File: config.mk
export PLATFORM = sky130hd
export DESIGN_NAME = hazard_ctrl
export DESIGN_NICKNAME = d
export VERILOG_FILES = /design/src/rtl/hazard_ctrl.sv
export SDC_FILE = /design/constraint.sdc
export NUM_CORES = 1
export LEC_CHECK = 0
export ABC_CLOCK_PERIOD_IN_PS = 2000
export CAP_MARGIN = 20
export CORE_AREA = 2 2 57 59
export CTS_CLUSTER_DIAMETER = 100
export DETAILED_ROUTE_END_ITERATION = 8
export DIE_AREA = 0 0 59 61
export GPL_TIMING_DRIVEN = 0
export HOLD_SLACK_MARGIN = 0.05
export PLACE_DENSITY = 0.71
export SYNTH_ARGS = -nofsm -noshare
export SYNTH_HDL_FRONTEND = slang
export SYNTH_SLANG_ARGS = --single-unit
File: constraint.sdc
create_clock -name clk -period 2 [get_ports clk]
set_clock_uncertainty 0.1 [all_clocks]
set_input_delay 0.4 -clock clk [delete_from_list [all_inputs] [get_ports clk]]
set_output_delay 0.4 -clock clk [all_outputs]
set_load 0.005 [all_outputs]
File: src/rtl/hazard_ctrl.sv
// Pipeline hazard controller: load-use stalls, data-memory freezes and redirect flushes.
// Optional performance counters are enabled by defining HAZARD_PERF_CNT_EN.
module hazard_ctrl #(
    parameter int FLUSH_CYCLES = 2
) (
    input  logic        clk,
    input  logic        rst,
    input  logic [31:0] id_instr,
    input  logic        ex_mem_read,
    input  logic [4:0]  ex_rt,
    input  logic        redirect,
    input  logic        dmem_busy,
    output logic [2:0]  lw_hazard,
    output logic        clearIFID,
    output logic        bubble_idex,
    output logic        freeze_back,
    output logic [15:0] stall_cnt,
    output logic [15:0] flush_cnt
);

    typedef enum logic [1:0] {
        S_RUN     = 2'd0,
        S_LDSTALL = 2'd1,
        S_MEMWAIT = 2'd2,
        S_FLUSH   = 2'd3
    } state_t;

    localparam logic [1:0] FLUSH_LOAD = 2'(FLUSH_CYCLES - 1);

    state_t      r_state;
    state_t      w_state_nxt;
    logic [1:0]  r_fcnt;
    logic [1:0]  w_fcnt_nxt;
    logic        r_pend;
    logic        w_pend_nxt;
    logic        w_redir_take;
    logic        w_hazard;
    logic        w_rt_used;
    logic [4:0]  w_id_rs;
    logic [4:0]  w_id_rt;
    logic [5:0]  w_id_op;
    logic        w_unused_instr_lo;

    assign w_id_op = id_instr[31:26];
    assign w_id_rs = id_instr[25:21];
    assign w_id_rt = id_instr[20:16];
    assign w_unused_instr_lo = ^id_instr[15:0];

    // rt is a source operand only for R-type, beq, bne and sw
    assign w_rt_used = (w_id_op == 6'b000000) || (w_id_op == 6'b000100) ||
                       (w_id_op == 6'b000101) || (w_id_op == 6'b101011);

    assign w_hazard = ex_mem_read && (ex_rt != 5'd0) &&
                      ((ex_rt == w_id_rs) || ((ex_rt == w_id_rt) && w_rt_used));

    always_comb begin
        lw_hazard    = 3'b111;
        clearIFID    = 1'b0;
        bubble_idex  = 1'b0;
        freeze_back  = 1'b0;
        w_state_nxt  = r_state;
        w_fcnt_nxt   = r_fcnt;
        w_pend_nxt   = r_pend;
        w_redir_take = 1'b0;
        if (!rst) begin
            lw_hazard   = 3'b000;
            clearIFID   = 1'b1;
            bubble_idex = 1'b1;
            w_state_nxt = S_RUN;
            w_fcnt_nxt  = 2'd0;
            w_pend_nxt  = 1'b0;
        end else if (dmem_busy) begin
            // a redirect arriving while frozen is remembered until memory is ready
            lw_hazard   = 3'b000;
            freeze_back = 1'b1;
            w_state_nxt = S_MEMWAIT;
            w_fcnt_nxt  = 2'd0;
            w_pend_nxt  = r_pend | redirect;
        end else if (redirect || r_pend) begin
            clearIFID    = 1'b1;
            bubble_idex  = 1'b1;
            w_redir_take = 1'b1;
            w_pend_nxt   = 1'b0;
            w_fcnt_nxt   = FLUSH_LOAD;
            w_state_nxt  = (FLUSH_CYCLES > 1) ? S_FLUSH : S_RUN;
        end else begin
            case (r_state)
                S_FLUSH: begin
                    clearIFID   = 1'b1;
                    w_fcnt_nxt  = (r_fcnt == 2'd0) ? 2'd0 : r_fcnt - 2'd1;
                    w_state_nxt = (r_fcnt <= 2'd1) ? S_RUN : S_FLUSH;
                end
                S_LDSTALL: begin
                    w_state_nxt = S_RUN;
                end
                default: begin
                    if (w_hazard) begin
                        lw_hazard   = 3'b000;
                        bubble_idex = 1'b1;
                        w_state_nxt = S_LDSTALL;
                    end else begin
                        w_state_nxt = S_RUN;
                    end
                end
            endcase
        end
    end

    always_ff @(posedge clk) begin
        if (!rst) begin
            r_state <= S_RUN;
            r_fcnt  <= 2'd0;
            r_pend  <= 1'b0;
        end else begin
            r_state <= w_state_nxt;
            r_fcnt  <= w_fcnt_nxt;
            r_pend  <= w_pend_nxt;
        end
    end

`ifdef HAZARD_PERF_CNT_EN
    logic [15:0] r_stall_cnt;
    logic [15:0] r_flush_cnt;

    // both counters stick at all-ones rather than wrapping
    always_ff @(posedge clk) begin
        if (!rst) begin
            r_stall_cnt <= 16'd0;
            r_flush_cnt <= 16'd0;
        end else begin
            if (!lw_hazard[0] && (r_stall_cnt != 16'hFFFF))
                r_stall_cnt <= r_stall_cnt + 16'd1;
            if (w_redir_take && (r_flush_cnt != 16'hFFFF))
                r_flush_cnt <= r_flush_cnt + 16'd1;
        end
    end

    assign stall_cnt = r_stall_cnt;
    assign flush_cnt = r_flush_cnt;
`else
    assign stall_cnt = 16'd0;
    assign flush_cnt = 16'd0;
`endif

endmodule

### Yosys cells after proc, flatten, opt, wreduce, memory -nomap -nowiden

Index checks and enable logic that the tools add are counted.

| operators by class | value |
|---|---|
| add/sub/neg operators | 1 |
| multiply operators | 0 |
| div/mod/pow operators | 0 |
| magnitude comparators | 1 |
| eq/ne operators | 7 |
| shifts and indexed selects | 0 |
| muxes and demuxes | 26 |
| bitwise gates (word level) | 2 |
| reduce and logical (&&, ||, !) cells | 16 |

Operator list:

| kind | number |
|---|---|
| $mux W1 | 16 |
| $mux W3 | 5 |
| $eq A6 B3 Y1 const B | 2 |
| $eq A5 B5 Y1 | 2 |
| $mux W2 | 4 |
| $eq A6 B6 Y1 const B | 1 |
| $logic_not A6 Y1 | 1 |
| $logic_or A1 B1 Y1 | 5 |
| $reduce_bool A5 Y1 | 1 |
| $pmux W2 S2 | 1 |
| $reduce_bool A2 Y1 | 2 |
| $reduce_or A2 Y1 | 2 |
| $logic_and A1 B1 Y1 | 3 |
| $reduce_or A3 Y1 | 1 |
| $eq A2 B1 Y1 const B | 1 |
| $eq A2 B2 Y1 const B | 1 |
| $le A2 B1 Y1 const B | 1 |
| $logic_not A2 Y1 | 1 |
| $sub A2 B1 Y2 const B | 1 |
| $not A1 Y1 | 1 |
| $or A1 B1 Y1 | 1 |

| word-level totals | value |
|---|---|
| register bits after elaboration | 5 |
| bits in latches | 0 |
| memory bits (writable) | 0 |
| ROM bits | 0 |
| bits of input ports | 42 |
| output and inout port bits | 38 |
| word-level logic and storage cells | 58 |
| memories | 0 |

### Depth between registers and ports, before layout

Gate-level depths: netlist of the first run.

| logic depth | value |
|---|---|
| word-level depth | 12 |
| gate-level depth with buffers | 5 |
| gate-level depth less buffers | 4 |

### Least setup slack after synthesis of the first run

No wires, ideal clock.

| path | value |
|---|---|
| kind | input -> output |
| start | input port ex_rt[1] |
| end | output port lw_hazard[1] |
| data arrival time | 1,548 ps |
| required time | 1,500 ps |
| path slack | -48 ps |
| cell stages on the path | 5 |
| path buffers | 1 |
| path through | or4_4 o211ai_2 or4b_1 nor3b_2 buf_4 |

| on the way | value |
|---|---|
| longest elaborated chain between the ends | 9 |
| elaborated cells on any way between the ends | 12 |
| classes of those cells | eq/ne (2); mux (5); reduce/logical (5) |

RTL lines:

| item | line | RTL |
|---|---|---|
| start: declaration | 10 | `input logic [4:0] ex_rt,` |
| $eq A5 B5 Y1 | 54 | `((ex_rt == w_id_rs) \|\| ((ex_rt == w_id_rt) && w_rt_used));` |
| $logic_and A1 B1 Y1 | 54 |  |
| $logic_or A1 B1 Y1 | 54 |  |
| $logic_and A1 B1 Y1 * | 53 | `assign w_hazard = ex_mem_read && (ex_rt != 5'd0) &&` |
| $mux W3 * | 97 | `if (w_hazard) begin` |
| $mux W3 * | 87 | `case (r_state)` |
| $mux W3 * | 79 | `end else if (redirect \|\| r_pend) begin` |
| $mux W3 * | 72 | `end else if (dmem_busy) begin` |
| $mux W3 * | 65 | `if (!rst) begin` |
| end: declaration | 13 | `output logic [2:0] lw_hazard,` |

Mark *: on every way between the ends. The rest lies on a longest branch, timed or not.

### Worst setup path after layout of the first run

| path | value |
|---|---|
| start | input port ex_rt[3] |
| end | output port lw_hazard[1] |

The elaborated chain is that of the path after synthesis.

==> results of run 1 <==
[per-stage QoR]
stage / setup TNS (ns) / std cells / hold WS (ns) / total power, mW / setup WS (ns)
final: -0.9119 / 192 / 0.3663 / 0.4322 / -0.2750
after global routing: -1.182 / 192 / 0.3895 / 0.4613 / -0.3389
after floorplan: -0.06851 / 118 / 0.3463 / 0.2203 / -0.03426
after detailed placement: -4.630 / 182 / 0.3616 / 0.2998 / -1.085
after CTS: -0.9715 / 194 / 0.3679 / 0.4337 / -0.2739
after global placement: -4.612 / 182 / 0.3564 / 0.2984 / -1.078
[path summary, 6_finish.rpt]
kind	end	depth (start not counted)
max	lw_hazard[1]	7
min	r_fcnt[1]$_SDFFE_PP0N_	1
max reg2reg	r_state[0]$_SDFF_PP0_	4
min reg2reg	r_fcnt[1]$_SDFFE_PP0N_	1
[critical path, stage by stage]
cell	delay, ns
buf_8	0.09
or4_4	0.53
o211ai_2	0.18
or4b_1	0.13
nor3b_4	0.21
buf_4	0.15
buf_6	0.08
[what timing repair did]
item,CTS,global route
hold endpoints to repair,0,0
hold buffers,0,0
buffers inserted,8,0
pin swaps,19,9
setup endpoints to repair,6,5
resized for setup,80,9
[area by class of cell]
type                       count  area [um2]  area share
tap                           33       41.29     0.03251
sequential                     5       102.6     0.08079
buffer                        34       255.2      0.2010
clock buffer                   4       26.28     0.02069
timing repair buffer          37       325.3      0.2562
multi-input combinational     79       519.2      0.4089
[cells in the final DEF, fill, tap and decap left out, drive strengths merged, types with 2 or more instances in the layout]
cell           instances
xnor2                  5
nor2                   4
nand2                  4
nand2b                 3
clkbuf                 4
clkdlybuf4s50          2
a21oi                  4
nor3                   2
xor2                   5
dfxtp                  5
conb                  32
nor2b                  2
clkdlybuf4s15          6
dlygate4sd2           11
buf                   51
a31o                   2
[power by group]
| group | internal [mW] | total, mW | switching [mW] |
|---|---|---|---|
| combinational | 0.126 | 0.201 | 0.0758 |
| clock | 0.0758 | 0.123 | 0.0467 |
| sequential | 0.105 | 0.108 | 0.00335 |
[registers in the layout, indices dropped and copies added (netlist names)]
signal	count
r_state	2
r_fcnt	2
r_pend	1
[cell families after synthesis]
kind of cell,after synthesis,synth area share
multiplexers,1,0.01441
flip-flops,5,0.1441
other,1,0.005400
AO/OA/AOI/OAI,11,0.1135
AND/OR/NAND/NOR,25,0.2288
XOR/XNOR,10,0.1261
buffers and inverters,34,0.3676
[per-layer routing]
metal,vias up,GRT usage,routed length (um)
met5,-,0,0
met3,0,0.01493,122
met1,285,0.08386,588
li1,372,-,-
met2,37,0.1476,802
met4,0,0.04870,0
==> summary.md, run 1 <==
| Metric | Value |
|---|---|
| Final Hold Viols | 0 |
| Largest net degree at the start of global routing | 9 |
| Commonest register cell after synthesis | dfxtp_1 |
| Critical path launch point | ex_rt[3] |
| Vias per Instance | 3.615 |
| Post-layout instance area | 0.001270 mm2 |
| Slew Limit Fails | 0 |
| Hold WC Path Type | reg -> reg |
| Setup ws final | -0.2750 ns |
| I/O pins | 80 |
| Status | finished, violations left |
| GRT overflow | 0 |
| #FFs+latches synth | 5 |
| CP Data Arrival Time | ~1.8 ns |
| Gp weighted congestion | between 0.6 and 0.7 |
| Reg clk slew, reported paths | 0.05 ns |
| R2R Path Start | r_state[0]$_SDFF_PP0_ |
| CTS buffer count | 3 |
| Fill count | 320 |
| HPWL after DPL | 1.239 mm |
| RSZ-0062 raised after global routing | yes |
| Die height | 61 um |
| Avg WL per Cell | 7.885 um |
| Area Growth Syn to Fin | 82.88% |
| Share of the synthesized area in the top cell type | 0.3676 |
| Critical Path End Type | primary output |
| Layout cells sized above 1 | 0.4591 |
| Global-route wire length before repair | 2.145 mm |
| Fin crit share | 1.137 |
| Post-synth ARST share | 0 |
| Static Leak | approximately 0.67 nW |
| Final setup violation count | 4 |
| Min Tclk post-route | between 2 and 2.5 ns |
| ANT cells | 0 |
| Synth cell count leaders | buf_4 (34), dfxtp_1 (5), xnor2_1 (5), xor2_1 (5) |
| DR DRC count | 0 |
| Crit Path Class | in -> out |
| CORE AREA | between 0.002 and 0.003 mm2 |
| Drt initial violations | 12 |
| Total iterations of the first detailed-routing run | 3 |
| Hold Path Origin | r_fcnt[1]$_SDFFE_PP0N_ |
| Vias in the first global route | roughly 540 |
| Starting Density | 0.2352 |
| TritonCTS Sinks | 5 |
| Largest cells by area after synthesis | buf_4 (37%), dfxtp_1 (14%), xnor2_1 (6.3%) |
| Die width | a little under 60 um |
| DP Area | around 0.0012 mm2 |
| FF-to-FF setup slack | 0.89 ns |
| Cells after synthesis | 87 |
| Req. time, crit path | ~1.5 ns |
| Initial antenna violation count | 0 |
| CTS root buf | clkbuf_4 |
| Worst Path Max Fanout | 3 |
| Clock Latency Late Sink | 0.25 ns |
| Worst vdd rail ir drop | roughly 0.13 mV |
| Placement Rows | 20 |
| CTS Buffer Depth | 2 |
| Synth area leader | buf_4 |
| PwrDens | approximately 340 mW/mm2 |
| Die area | between 0.003 and 0.004 mm2 |
| CTS tree | yes |
| Mapped Area | about 700 um2 |
| Syn. warnings | 0 |
| Register area share after synthesis | 0.1441 |
| Htree depth | 1 |
| Top-count cell post-synth | buf_4 |
| Final Core Density | 0.4301 |
| Max frequency | approximately 0.44 GHz |
| Nets | approximately 200 |
| Post-synth cell types | 30 |
| Max Cap Viol | 0 |
| WL final | around 1.5 mm |
| Failing checks | negative setup slack |
| EDFF count, synth | 0 |
| GRT Total Usage | 0.07995 |
| Setup crit start kind | input pin |
| Mean Syn Cell Area | about 8.0 um2 |
| Vias | between 600 and 700 |
| Routed Antenna Nets | 0 |
| # port buffers | 31 |
Power figures use the tool's default switching activity.
==> inputs of run 2 (changes only) <==
- GPL_ROUTABILITY_DRIVEN: default -> 0
==> results of run 2 <==
Final layout, timing and power as in run 1 (identical DEF).
==> inputs of run 3 (changes only) <==
- ABC_AREA: default -> 1
- CORE_AREA: 2 2 57 59 -> 2 2 58 60
- DIE_AREA: 0 0 59 61 -> 0 0 60 62
- GPL_TIMING_DRIVEN: 0 -> default
- PLACE_DENSITY: 0.71 -> 0.69
- SKIP_CTS_REPAIR_TIMING: default -> 1
==> summary.md, run 3 <==
| Metric | Value |
|---|---|
| Status | finished clean |
| Global-route wire length before repair | 2.035 mm (-5.1%) |
| Met2 wire length | 693 um (-14%) |
| Mean Syn Cell Area | 6.440 um2 (-19%) |
| Clock Latency Late Sink | 0.25 ns (about the same) |
| GRT overflow | 0 (unchanged) |
| RSZ-0062 raised after global routing | yes |
| TritonCTS Sinks | 5 (unchanged) |
| Post-synth cell types | 20 (-33%) |
| Post-synth ARST share | 0 (unchanged) |
| Static Leak | 0.6551 nW (-2.4%) |
| Max Cap Viol | 0 (unchanged) |
| Sw frac | 0.3153 (+0.02394) |
| Largest cells by area after synthesis | buf_4 (36%), dfxtp_1 (14%), inv_1 (8.6%) |
| CTS buffer count | 3 (unchanged) |
| Crit-path cells | dlymetal6s2s_1 -> xor2_1 -> nor2_1 -> nand3_1 -> o21ai_2 -> buf_4 -> nand2_4 -> a21oi_2 -> clkbuf_2 |
| Final Hold Viols | 0 (unchanged) |
| PwrDens | 360.4 mW/mm2 (+5.9%) |
| Worst Path Max Fanout | 3 (unchanged) |
| Syn. warnings | 0 (unchanged) |
| Commonest register cell after synthesis | dfxtp_1 |
| Logic pwr share | 0.373 (-0.093) |
| HPWL after DPL | 1.194 mm (-3.7%) |
| Clock power share | 0.333 (+0.049) |
| Mapped Area | 701.9 um2 (+1.1%) |
| Crit Path Class | in -> out |
| Commonest non-fill, non-tap cells in the layout | conb_1 (32), dlymetal6s2s_1 (15), inv_1 (14), nand2_1 (13) |
| Routed Antenna Nets | 0 (unchanged) |
| Synth cell count leaders | buf_4 (34), inv_1 (16), nand2_1 (13), nor2_1 (13), nand3_1 (6) |
| Cells after synthesis | 109 (+25%) |
| CTS root buf | clkbuf_4 |
| Largest net degree at the start of global routing | 5 (-4) |
| Register area share after synthesis | 0.1426 (-0.001542) |
| Most common cell after layout, fill and taps aside | conb_1 |
| Setup crit start kind | input pin |
| Crit path max-delay cell type | dlymetal6s2s_1 |
| Register area | 100.1 um2 (-2.4%) |
| Vias in the first global route | 529 (-2.8%) |
| Min Tclk post-route | 1.941 ns (-0.3344 ns) |
| R2R Path Start | r_pend$_SDFFE_PN0P_ |
| DP Area | 960.9 um2 (-18%) |
| Reg clk slew, reported paths | 0.05 ns (about the same) |
| Starting Density | 0.2208 (-0.01439) |
| Htree depth | 1 (unchanged) |
| Hold WC Path Type | reg -> reg |
| Post-layout instance area | 0.001008 mm2 (-21%) |
| Share of the synthesized area in the top cell type | 0.3636 (-0.003931) |
| Slew Limit Fails | 0 (unchanged) |
| Avg WL per Cell | 7.615 um (-3.4%) |
| Req. time, crit path | 1.50 ns (about the same) |
| GRT Total Usage | 0.07420 (-0.005745) |
| # port buffers | 31 (unchanged) |
| Total iterations of the first detailed-routing run | 4 (+1) |
| CTS Buffer Depth | 2 (unchanged) |
| Worst vdd rail ir drop | 0.2142 mV (+69%) |
| Top-count cell post-synth | buf_4 |
| WL final | 1.462 mm (-3.4%) |
| Vias per Instance | 3.469 (-4.0%) |
| Routed wl met3 | 200 um (+64%) |
| Net switching power | 0.1146 mW (-9.0%) |
| DR DRC count | 0 (unchanged) |
| Hold path cells | 2 (+1) |
| M1 wire length | 545 um (-7.3%) |
| Area Growth Syn to Fin | 43.67% |
| Crit path largest cell delay | 0.17 ns (-0.36 ns) |
| EDFF count, synth | 0 (unchanged) |
| Final setup violation count | 0 (-4) |
| Synth area leader | buf_4 |
| Fin crit share | 0.9703 (-0.1672) |
| Setup ws final | 0.05941 ns (+0.3344 ns) |
| Critical Path End Type | primary output |
| ANT cells | 0 (unchanged) |
| Power, Total | 0.3634 mW (-16%) |
| Top sig layer | met4 |
| Top flop regs | r_fcnt x2, r_state x2, r_pend x1 |
| CP Data Arrival Time | 1.44 ns (-0.33 ns) |
| FF-to-FF setup slack | 0.82 ns (-0.07 ns) |
| I/O pins | 80 (unchanged) |
| Drt initial violations | 16 (+4) |
| Footprint of the multi-input gates | 429.2 um2 (-17%) |
| #FFs+latches synth | 5 (unchanged) |
| Layout cells sized above 1 | 0.2192 (-0.2399) |
| Vias | 666 (-4.0%) |
| Min Hold Slack | 0.3649 ns (-0.001387 ns) |
| Initial antenna violation count | 0 (unchanged) |
| Flop pwr share | 0.294 (+0.044) |
| Capturing point of the worst reg2reg path | r_fcnt[1]$_SDFFE_PP0N_ |
| Die height | 62 um (+1.6%) |
| P_int | 0.2488 mW (-19%) |
| Placement Rows | 21 (+5.0%) |
| Hold Path Origin | r_fcnt[1]$_SDFFE_PP0N_ |
| Die width | 60 um (+1.7%) |
| Path depth of the worst reg2reg path | 4 (unchanged) |
| Nets | 189 (-6.4%) |
| CORE AREA | 0.003179 mm2 (+7.7%) |
| Die area | 0.003720 mm2 (+3.4%) |
| Max frequency | 0.5153 GHz (+17%) |
| CTS tree | yes |
| Pre-CTS setup slack | -0.6146 ns (+0.4702 ns) |
| Hold endpoint | r_fcnt[1]$_SDFFE_PP0N_ |
| Fill count | 365 (+14%) |
## run 3: metal layers
metal	vias up	GRT usage
met2	40	0.1258
met1	283	0.07816
met4	0	0.04762
li1	339	-
met5	-	0
met3	4	0.02692
## run 3: how the worst max path moves through the flow
stage                      start            to  slack, ns  depth (start not counted)
global route        id_instr[30]   bubble_idex      -0.05                         10
floorplan               ex_rt[0]  lw_hazard[1]       0.38                          8
CTS                     ex_rt[1]   bubble_idex      -0.63                         10
global placement        ex_rt[3]   bubble_idex      -0.60                         10
finish                  ex_rt[2]   bubble_idex       0.06                          9
detailed placement      ex_rt[3]   bubble_idex      -0.61                         10
## run 3: layout make-up
class                   count  area share
clock buffers               4     0.02605
repair buffers             36      0.3288
inverters                  17     0.06328
well taps                  46     0.05707
flip-flops and latches      5     0.09926
multi-input cells          84      0.4256
## run 3: power groups by stage
| stage | combinational, mW | clock, mW | sequential (mW) |
|---|---|---|---|
| global placement | 0.142 | 0 | 0.108 |
| detailed placement | 0.144 | 0 | 0.108 |
| CTS | 0.144 | 0.124 | 0.107 |
| finish | 0.135 | 0.121 | 0.107 |
| floorplan | 0.108 | 0 | 0.108 |
| global route | 0.153 | 0.128 | 0.107 |
## run 3: kinds of logic (layout without fill, tap and decap cells)
kind of cell	Yosys count	count (layout)	share of synthesized area
flip-flops	5	5	0.1426
other	1	32	0.005342
AO/OA/AOI/OAI	8	8	0.08022
XOR/XNOR	8	8	0.09981
buffers and inverters	51	57	0.4545
AND/OR/NAND/NOR	36	36	0.2175
## run 3: worst max-delay path, delay by kind of cell
family	cells	cell delay (ns)
AND/OR/NAND/NOR	3	0.25
buffers and inverters	3	0.43
AO/OA/AOI/OAI	2	0.21
XOR/XNOR	1	0.17
## run 3: through the flow
| stage | cells | TNS, ns | utilization |
|---|---|---|---|
| after global placement | 187 | -2.567 | 0.3022 |
| after detailed placement | 187 | -2.574 | 0.3022 |
| after floorplan | 140 | 0 | - |
| final | 192 | 0 | 0.3172 |
| after CTS | 191 | -2.618 | 0.3105 |
| after global routing | 192 | -0.04951 | 0.3172 |
==> edit, RTL diff (settings of run 1) <==
The 4 states of `state_t` get a one-hot encoding in 4 bits.
--- a/src/rtl/hazard_ctrl.sv
+++ b/src/rtl/hazard_ctrl.sv
@@ -18,11 +18,11 @@
     output logic [15:0] flush_cnt
 );
 
-    typedef enum logic [1:0] {
-        S_RUN     = 2'd0,
-        S_LDSTALL = 2'd1,
-        S_MEMWAIT = 2'd2,
-        S_FLUSH   = 2'd3
+    typedef enum logic [3:0] {
+        S_RUN     = 4'b0001,
+        S_LDSTALL = 4'b0010,
+        S_MEMWAIT = 4'b0100,
+        S_FLUSH   = 4'b1000
     } state_t;
 
     localparam logic [1:0] FLUSH_LOAD = 2'(FLUSH_CYCLES - 1);
Function: no difference found for any inputs over 10 cycles, from zero or initial values and one cycle with rst low; not proved beyond that.
==> edit against run 1 <==
The flow still finishes with violations (negative setup slack). Core utilization grew 7.3 points. Power grew 22%. Combinational power grew 21%. Wire length grew 33%. Sequential cell count grew 2. Setup slack gained 0.17 ns. Hold slack lost 0.019 ns. Cell area grew 17%. Area after synthesis grew 14%.
==> edit: results <==
{
  "drt_wl_total_mm": 2.02,
  "tns_ns": -0.294,
  "hold_slack_ns": 0.347,
  "r2r_end": "r_fcnt[0]",
  "synth_compound_area_share_pct": 13.4,
  "met1_usage_pct": 11.1,
  "drive_gt1_share_pct": 56.1,
  "multi_input_cells": 80,
  "seq_share_pct": 9.68,
  "fillCellCount": 271,
  "violations": "negative setup slack",
  "r2r_slack_ns": 0.55,
  "crit_arrival_ns": 1.60,
  "gp_congestion": 0.721,
  "crit_end": "lw_hazard[2]",
  "wl_met3_microns": 231,
  "p_seq_share_pct": 29.2,
  "clkCellAreaFrac_pct": 1.77,
  "worst_hold_path.endpoint": "r_fcnt[1]",
  "use_met2_pct": 23.0,
  "track_usage_pct": 11.8,
  "buffer_area_share_pct": 41.6,
  "largest_cell_class": "multi-input combinational cells",
  "n_all_buffers": 77,
  "multi_input_area_share_pct": 43.4,
  "finalNetCount": 214,
  "status": "complete, but fails checks",
  "syn_avg_cell_area_sq_um": 8.53,
  "drt_iter0_markers": 8,
  "cp-startpoint": "ex_rt[2]",
  "synth_commonest_cells": "buf_4 (34), xnor2_1 (10), dfxtp_1 (7)",
  "synth_seq_area_share_pct": 17.7,
  "synthMuxAreaShare_pct": 2.68,
  "clkSinkCount": 7,
  "r2r_cells": 5,
  "wl_met1_microns": 683,
  "placed_cells": 188,
  "setup_viol": 4,
  "r2r_start": "r_state[0]",
  "firstDrtPassIters": 4,
  "avgViaCountPerCell": 3.89,
  "dr_wl_met2_mm": 1.05,
  "top_regs": "r_state x4, r_fcnt x2, r_pend x1",
  "grt_pass1_vias": 742,
  "synth.area.top_cells": "buf_4 (32%), dfxtp_1 (18%), xnor2_1 (11%)",
  "yosys.area_share.xor_xnor_pct": 12.1,
  "comb_power_share_pct": 46.2,
  "finalWorstSetupSlack_ns": -0.102,
  "grt_pass1_wl_mm": 3.14,
  "p_leak_nw": 0.747,
  "synth.distinct_cells": 30,
  "dp_hpwl_mm": 1.44
}
-- edit: cell types whose count changed in the layout (fill, tap and decap cells not counted), sizes merged, moves of 2 or more --
cell,change
a31o,-2
buf,+12
xnor2,+5
o211ai,+2
o31ai,+2
inv,+3
xor2,-4
dlygate4sd2,-2
clkdlybuf4s15,-4
dfxtp,+2
-- edit: metrics by stage --
| step | setup WS (ns) | total power [W] | instance area [sq um] | util [%] |
|---|---|---|---|---|
| 2_1_floorplan | 0.0701 | 0.000273 | 910 | - |
| 3_3_place_gp | -0.998 | 0.000357 | 1260 | 42.7 |
| 3_5_place_dp | -0.972 | 0.000360 | 1260 | 42.7 |
| 4_1_cts | -0.115 | 0.000523 | 1490 | 50.4 |
| 5_1_grt | -0.155 | 0.000563 | 1490 | 50.3 |
| 6_report | -0.102 | 0.000527 | 1490 | 50.3 |
-- edit: timing repair --
action	CTS	global route
hold buffers	0	0
buffers inserted	12	0
gates resized for setup	116	6
setup endpoints to repair	6	5
pin swaps	18	5
